--- src/rtl/mem_wb_stage_pkg.sv ---
// Shared definitions for the MEM/WB stage: datapath width and write-back source selects.
package mem_wb_stage_pkg;

  localparam int XLEN = 32;

  typedef enum logic [1:0] {
    WB_SEL_ALU = 2'b00,
    WB_SEL_MEM = 2'b01,
    WB_SEL_PC4 = 2'b10,
    WB_SEL_RSV = 2'b11
  } wb_sel_e;

endpackage

--- src/rtl/mem_wb_stage_perf_counters.sv ---
// Free-running cycle, memory-stall and retired-instruction counters.
// All three wrap modulo 2^CNT_WIDTH; reset beats every increment.
module perf_counters #(
  parameter int CNT_WIDTH = 64
) (
  input  logic                 clk_i,
  input  logic                 rst_i,
  input  logic                 stall_i,
  input  logic                 retire_i,
  output logic [CNT_WIDTH-1:0] cycle_o,
  output logic [CNT_WIDTH-1:0] stall_o,
  output logic [CNT_WIDTH-1:0] instret_o
);

  localparam logic [CNT_WIDTH-1:0] ONE = {{(CNT_WIDTH-1){1'b0}}, 1'b1};

  logic [CNT_WIDTH-1:0] cycle_q, cycle_d;
  logic [CNT_WIDTH-1:0] stall_q, stall_d;
  logic [CNT_WIDTH-1:0] instret_q, instret_d;

  always_comb begin
    cycle_d   = cycle_q + ONE;
    stall_d   = stall_i  ? stall_q + ONE   : stall_q;
    instret_d = retire_i ? instret_q + ONE : instret_q;
  end

  always_ff @(posedge clk_i) begin
    if (rst_i) begin
      cycle_q   <= '0;
      stall_q   <= '0;
      instret_q <= '0;
    end else begin
      cycle_q   <= cycle_d;
      stall_q   <= stall_d;
      instret_q <= instret_d;
    end
  end

  assign cycle_o   = cycle_q;
  assign stall_o   = stall_q;
  assign instret_o = instret_q;

endmodule

--- src/rtl/mem_wb_stage.sv ---
// MEM/WB pipeline register with write-back source select and performance counters.
// Frozen (no bubble) while MEM_BUSYWAIT is high so WB_DATA stays stable for store forwarding.
module mem_wb_stage
  import mem_wb_stage_pkg::*;
#(
  parameter int XLEN      = mem_wb_stage_pkg::XLEN,
  parameter int CNT_WIDTH = 64
) (
  input  logic                 CLK,
  input  logic                 RESET,
  input  logic                 MEM_BUSYWAIT,
  input  logic                 VALID_MEM,
  input  logic                 REG_WRITE_EN_MEM,
  input  logic [1:0]           WB_VALUE_SEL_MEM,
  input  logic                 MEM_READ_EN_MEM,
  input  logic [XLEN-1:0]      PC_4_MEM,
  input  logic [XLEN-1:0]      ALU_RESULT,
  input  logic [XLEN-1:0]      READ_DATA,
  input  logic [4:0]           REG_WRITE_ADDR_MEM,
  output logic                 VALID_WB,
  output logic                 REG_WRITE_EN_WB,
  output logic [4:0]           REG_WRITE_ADDR_WB,
  output logic [XLEN-1:0]      WB_DATA,
  output logic                 MEM_READ_EN_WB,
  output logic [CNT_WIDTH-1:0] INSTRET,
  output logic [CNT_WIDTH-1:0] CYCLE_CNT,
  output logic [CNT_WIDTH-1:0] STALL_CNT
);

  logic            valid_q, valid_d;
  logic            we_q, we_d;
  logic            mre_q, mre_d;
  logic [4:0]      rd_q, rd_d;
  wb_sel_e         sel_q, sel_d;
  logic [XLEN-1:0] pc4_q, pc4_d;
  logic [XLEN-1:0] alu_q, alu_d;
  logic [XLEN-1:0] rdata_q, rdata_d;

  // Bubbles and x0 destinations never reach the register-file write port.
  always_comb begin
    valid_d = VALID_MEM;
    we_d    = VALID_MEM & REG_WRITE_EN_MEM & (REG_WRITE_ADDR_MEM != 5'd0);
    mre_d   = VALID_MEM & MEM_READ_EN_MEM;
    rd_d    = REG_WRITE_ADDR_MEM;
    sel_d   = wb_sel_e'(WB_VALUE_SEL_MEM);
    pc4_d   = PC_4_MEM;
    alu_d   = ALU_RESULT;
    rdata_d = READ_DATA;
  end

  always_ff @(posedge CLK) begin
    if (RESET) begin
      valid_q <= 1'b0;
      we_q    <= 1'b0;
      mre_q   <= 1'b0;
      rd_q    <= 5'd0;
      sel_q   <= WB_SEL_ALU;
      pc4_q   <= '0;
      alu_q   <= '0;
      rdata_q <= '0;
    end else if (!MEM_BUSYWAIT) begin
      valid_q <= valid_d;
      we_q    <= we_d;
      mre_q   <= mre_d;
      rd_q    <= rd_d;
      sel_q   <= sel_d;
      pc4_q   <= pc4_d;
      alu_q   <= alu_d;
      rdata_q <= rdata_d;
    end
  end

  always_comb begin
    WB_DATA = alu_q;
    case (sel_q)
      WB_SEL_MEM: WB_DATA = rdata_q;
      WB_SEL_PC4: WB_DATA = pc4_q;
      default:    WB_DATA = alu_q;
    endcase
  end

  assign VALID_WB          = valid_q;
  assign REG_WRITE_EN_WB   = we_q;
  assign REG_WRITE_ADDR_WB = rd_q;
  assign MEM_READ_EN_WB    = mre_q;

  perf_counters #(.CNT_WIDTH(CNT_WIDTH)) u_perf (
    .clk_i     (CLK),
    .rst_i     (RESET),
    .stall_i   (MEM_BUSYWAIT),
    .retire_i  (valid_q & ~MEM_BUSYWAIT),
    .cycle_o   (CYCLE_CNT),
    .stall_o   (STALL_CNT),
    .instret_o (INSTRET)
  );

endmodule

--- config.mk ---
export PLATFORM = sky130hd
export DESIGN_NAME = mem_wb_stage
export DESIGN_NICKNAME = d
export VERILOG_FILES = /design/src/rtl/mem_wb_stage_pkg.sv /design/src/rtl/mem_wb_stage_perf_counters.sv /design/src/rtl/mem_wb_stage.sv
export SDC_FILE = /design/constraint.sdc
export NUM_CORES = 1
export LEC_CHECK = 0
export CAP_MARGIN = 15
export CORE_UTILIZATION = 49
export CTS_CLUSTER_DIAMETER = 150
export DETAILED_ROUTE_END_ITERATION = 16
export GPL_ROUTABILITY_DRIVEN = 0
export GPL_TIMING_DRIVEN = 0
export HOLD_SLACK_MARGIN = 0.05
export PLACE_DENSITY_LB_ADDON = 0.2
export RECOVER_POWER = 25
export SLEW_MARGIN = 10
export SYNTH_ARGS = -nofsm -noshare
export SYNTH_HDL_FRONTEND = slang
export SYNTH_SLANG_ARGS = --single-unit
--- constraint.sdc ---
create_clock -name CLK -period 2.95 [get_ports CLK]
set_input_delay 0.4425 -clock CLK [delete_from_list [all_inputs] [get_ports CLK]]
set_output_delay 0.4425 -clock CLK [all_outputs]
set_load 0.05 [all_outputs]
==> flow_summary.yaml <==
setup_path:
  critPathMaxFanout: 10
  worstSetupStartpointType: "flip-flop"
  cp.required_ps: 2510
  endpoint_kind: "output pin"
  worstSetupPathType: "reg -> out"
  cp.arrival_ps: 2410
  rrSetupSlack_ps: 170
floorplan:
  die_x_microns: 167
  dieArea_sq_um: 27900
  initial_core_util_pct: 50.6
  die_h_microns: 167
  std_cell_rows: 59
  io_pins: 341
  core-area_sq_um: 26400
yosys:
  synth_top_area_cell: "dfxtp_1"
  ys_top_cells_by_count: "dfxtp_1 (298), nor2_1 (241), nand2_1 (114)"
  synth_warnings: 0
  yosys.area.top_type_share_pct: 44.8
  synth.net_count: 1660
  synth.distinct_cells: 46
  yosysSeqAreaShare_pct: 44.8
  netlist_instances: 1546
  synth.most_common_cell: "dfxtp_1"
  ys.flop_type: "dfxtp_1"
  syn_area_sq_um: 13300
  synth_edf_count: 0
  async_flop_share_pct: 0
  synth_top_cells_by_area: "dfxtp_1 (45%), mux2i_1 (7.9%), nor2_1 (6.8%)"
  ys_ff_latch: 298
  synth_area_per_cell_sq_um: 8.62
power_and_ir_drop:
  total_leakage_power_nw: 6.75
  ir_drop_mv: 0.438
  power.density_nw_per_um2: 499
timing:
  final.setup_skew_ps: 18.1
  finalSetupViolations: 0
  relSlewSlack_pct: 36.0
  tightest_slew_ps: 959
  period_share_pct: 96.6
  period_needed_ps: 2850
  hold_viol: 0
  fmax_mhz: 351
  drv_slew: 0
  finalHoldWorstSlack_ps: 481
global_routing:
  gr-total-overflow: 0
  grt_pass1_vias: 12700
  grt_max_degree: 13
  grt_first_pass_wirelength_microns: 66200
  antenna_found_initial: 6
  grt_use_total_pct: 29.3
placement:
  dp_cells: 2221
  place_area_sq_um: 17100
  dp_hpwl_microns: 30500
  portBuffers: 340
route:
  dr.pass1.iters: 8
  ant_nets: 0
  drc: 0
  dr_total_vias: 13300
  wl_microns: 42000
  first_iter_violations: 1055
  vias_per_cell: 5.83
  avgRoutedWirePerCell_microns: 18.4
worst_hold_path:
  hold_class: "reg -> reg"
clock_tree:
  clkSinkCount: 298
  cts_tree: "built"
  cts_buffers: 34
  h-tree-depth: 2
  path_clk_slew_ps: 60
  cts_max_path_buffers: 3
  cts-hold-fix-buffers: 0
  cts-root-buf: "clkbuf_16"
  clk_latency_ps: 510
flow_run:
  cap_violations: 0
layout:
  syn_to_final_growth_pct: 36.6
  drive_above_1_share_pct: 5.70
  finalNetCount: 2039
  final_cell_area_sq_um: 18200
  stdcell_count: 2286
status:
  status: "finished, final reports clean"
==> sequential cells by signal, indices dropped and copies added (netlist names) <==
| register | flops |
|---|---|
| u_perf.stall_o | 64 |
| pc4_q | 32 |
| MEM_READ_EN_WB | 1 |
| VALID_WB | 1 |
| sel_q | 2 |
| REG_WRITE_ADDR_WB | 5 |
| alu_q | 32 |
| rdata_q | 32 |
| u_perf.cycle_o | 64 |
| REG_WRITE_EN_WB | 1 |
| u_perf.instret_o | 64 |
==> timing repair <==
item | CTS | global route
setup buffers | 0 | 4
pin swaps | 0 | 2
setup endpoints to repair | 32 | 38
resized for setup | 69 | 64
==> placed cells by master, fill, tap and decap left out, types with 10 or more instances in the layout <==
cell type | Yosys | layout
xnor2_1 | 44 | 44
nor3_1 | 22 | 22
clkbuf_16 | 0 | 35
xor2_1 | 65 | 65
or3_1 | 39 | 39
inv_1 | 18 | 18
and4_1 | 17 | 17
nor2_1 | 241 | 241
or4_1 | 41 | 41
o31ai_1 | 34 | 34
o21ai_0 | 68 | 68
clkbuf_1 | 71 | 70
dfxtp_1 | 298 | 298
nor4_1 | 24 | 22
a22oi_1 | 33 | 33
a21oi_1 | 79 | 79
buf_1 | 12 | 10
and3_1 | 22 | 22
mux2i_1 | 105 | 105
nand4_1 | 82 | 82
clkbuf_2 | 1 | 32
nand3_1 | 59 | 59
dlygate4sd3_1 | 0 | 119
nand2_1 | 114 | 114
clkdlybuf4s50_1 | 0 | 189
==> per-stage QoR <==
step / TNS, ps / power [mW] / utilization, % / worst slack, ps
after floorplan: 0 / 4.69 / - / 142
after detailed placement: -3360 / 5.07 / 65.1 / -327
after global routing: -41.4 / 9.37 / 69.1 / -23.4
after global placement: -2710 / 5.05 / 65.1 / -309
after CTS: 0 / 9.14 / 69.1 / 10.0
final: 0 / 9.09 / 69.1 / 101
==> power breakdown <==
group | internal [mW] | switching [mW] | leakage [nW] | total, mW
registers | 4.12 | 0.0608 | 2.42 | 4.18
clock network | 2.48 | 1.64 | 0.531 | 4.12
logic | 0.306 | 0.482 | 3.80 | 0.788
==> routing by layer <==
layer  wire length (microns)  global-route usage [%]  vias up
met5                      24                       0        -
met4                    1530                    12.2        4
met3                    3140                    6.77      106
met2                   20000                    49.6      535
met1                   17300                    35.5     6375
li1                        -                       -     6310
==> kinds of logic (layout without fill, tap and decap cells) <==
| logic type | Yosys count | after routing | synth area share [%] |
|---|---|---|---|
| flops | 298 | 298 | 44.8 |
| buf+inv | 104 | 505 | 2.96 |
| fa+ha+maj | 5 | 5 | 0.469 |
| compound gates | 223 | 223 | 9.88 |
| simple gates | 701 | 701 | 26.8 |
| mux | 106 | 106 | 7.97 |
| xor+xnor | 109 | 109 | 7.16 |
| other cells | 0 | 4 | 0 |
==> final timing paths <==
| kind | endpoint | depth (start not counted) | start |
|---|---|---|---|
| hold / removal | u_perf.instret_o[63] | 2 | u_perf.instret_o[63] |
| setup reg to reg | u_perf.cycle_o[56] | 6 | u_perf.cycle_o[0] |
| hold reg to reg | u_perf.instret_o[63] | 2 | u_perf.instret_o[63] |
| setup / recovery | WB_DATA[14] | 5 | sel_q[0] |
==> critical path, cell delays in order (launching register included) <==
cell and delay, ps:
dfxtp_1 380, inv_1 60, ha_1 420, clkbuf_2 280, o21ai_0 210, dlygate4sd2_1 540
==> layout make-up <==
| type | instances | area [sq um] |
|---|---|---|
| fill | 2124 | 8150 |
| multi-input combinational | 1144 | 6990 |
| sequential | 298 | 5970 |
| timing repair buffer | 344 | 3340 |
| clock buffer | 50 | 982 |
| tap | 335 | 419 |
| buffer | 85 | 340 |
| clock inverter | 8 | 93.8 |
| inverter | 18 | 67.6 |
| antenna | 4 | 10.0 |
Note: power is estimated with default switching activity, not from simulation.
==> RTL change (same settings) <==
Put a register stage on the output `CYCLE_CNT`. The value now appears one clock later. The other outputs are not delayed to match.
--- a/src/rtl/mem_wb_stage.sv
+++ b/src/rtl/mem_wb_stage.sv
@@ -28,2 +28,4 @@
 );
+
+  logic [CNT_WIDTH-1:0] CYCLE_CNT_d;
 
@@ -91,3 +93,3 @@
     .retire_i  (valid_q & ~MEM_BUSYWAIT),
-    .cycle_o   (CYCLE_CNT),
+    .cycle_o   (CYCLE_CNT_d),
     .stall_o   (STALL_CNT),
@@ -96,2 +98,6 @@
 
+  always_ff @(posedge CLK) begin
+    CYCLE_CNT <= CYCLE_CNT_d;
+  end
+
 endmodule
Function: changed (a bounded check fails within 4 cycles, from zero or initial values and one cycle with RESET high).
==> RTL change against the unedited design <==
- design area rose by 7.8%
- setup slack barely moved
- largest cell class is now flip-flops and latches
- area after synthesis rose by 9.5%
- total power up 14%
- critical path type unchanged
- routed wire length grew 4.9%
- combinational power barely moved
- sequential cell count rose by 64
- clock power up 10%
==> RTL change: results (changes against the unedited design) <==
<table>
<tr><th>Metric</th><th>Value</th></tr>
<tr><th colspan="2">Critical path</th></tr>
<tr><td>Worst-path cell with the longest stage delay</td><td>sky130_fd_sc_hd__clkdlybuf4s15_2 (was sky130_fd_sc_hd__dlygate4sd2_1)</td></tr>
<tr><th colspan="2">Detailed routing</th></tr>
<tr><td>Post-Route WL</td><td>44,090 um (was 42,010 um)</td></tr>
<tr><td>Routed wire length on met3</td><td>3444 um (was 3140 um)</td></tr>
<tr><td>First-iteration detailed-routing DRC count</td><td>1,134 (was 1,055)</td></tr>
<tr><td>Vias per cell</td><td>5.700 (was 5.831)</td></tr>
<tr><th colspan="2">Final layout</th></tr>
<tr><td>Layout Cells excl Fill</td><td>2,414 (was 2,286)</td></tr>
<tr><td>Layout sequential cell count</td><td>362 (was 298)</td></tr>
<tr><td>Non-clock buffer contribution to total cell area</td><td>0.1857 (was 0.2021)</td></tr>
<tr><td>Number of fill cells in the layout</td><td>2,383 (was 2,124)</td></tr>
<tr><td>Clock-cell share of area</td><td>0.06068 (was 0.05911)</td></tr>
<tr><td>Nets@finish</td><td>2,109 (was 2,039)</td></tr>
<tr><td>Diode insertion count for antenna repair</td><td>6 (was 4)</td></tr>
<tr><th colspan="2">Status</th></tr>
<tr><td>Result of the run</td><td>complete, no violations (unchanged)</td></tr>
<tr><th colspan="2">Placed design</th></tr>
<tr><td>Half-perimeter wire length after placement</td><td>32,130 um (was 30,500 um)</td></tr>
<tr><td>Post-Place Cells</td><td>2,336 (was 2,221)</td></tr>
<tr><th colspan="2">Floorplanning</th></tr>
<tr><td>Die footprint</td><td>30,460 um^2 (was 27,860 um^2)</td></tr>
<tr><th colspan="2">Yosys</th></tr>
<tr><td>Compound-Gate Fraction of Synth Area</td><td>0.09471 (was 0.09878)</td></tr>
<tr><td>Xor and xnor fraction of the mapped netlist area</td><td>0.05825 (was 0.07164)</td></tr>
<tr><th colspan="2">Timing</th></tr>
<tr><td>WHS</td><td>0.3818 ns (was 0.4815 ns)</td></tr>
<tr><th colspan="2">Pwr</th></tr>
<tr><td>Leakage</td><td>7.104 nW (was 6.753 nW)</td></tr>
</table>
RTL change: cell types whose count changed in the layout (fill, tap and decap cells not counted), sizes merged, moves of 18 or more:
| cell | before | now |
|---|---|---|
| or3 | 39 | 61 |
| o21ai | 68 | 92 |
| clkdlybuf4s50 | 189 | 236 |
| dfxtp | 298 | 362 |
| dlygate4sd3 | 119 | 72 |
| nand2 | 114 | 96 |
RTL change: what timing repair did:
action,in CTS,in global routing
endpoints found under the setup margin,56,58
resized for setup,66,84
buffers inserted,0,4
pin swaps,0,1
RTL change: worst paths after layout:
kind | start | end | cells after the start
worst max-delay path | sel_q[0] | WB_DATA[27] | 5
worst min-delay path | u_perf.cycle_o[20] | CYCLE_CNT[20] | 0
worst max register to register | u_perf.stall_o[3] | u_perf.stall_o[45] | 6
worst min register to register | u_perf.cycle_o[20] | CYCLE_CNT[20] | 0
RTL change: layer usage:
metal  GRT usage  vias to the layer above
met5           0                        -
met4      0.1127                        2
met3     0.06190                      107
met2      0.4739                      565
met1      0.3475                     6542
li1            -                     6545
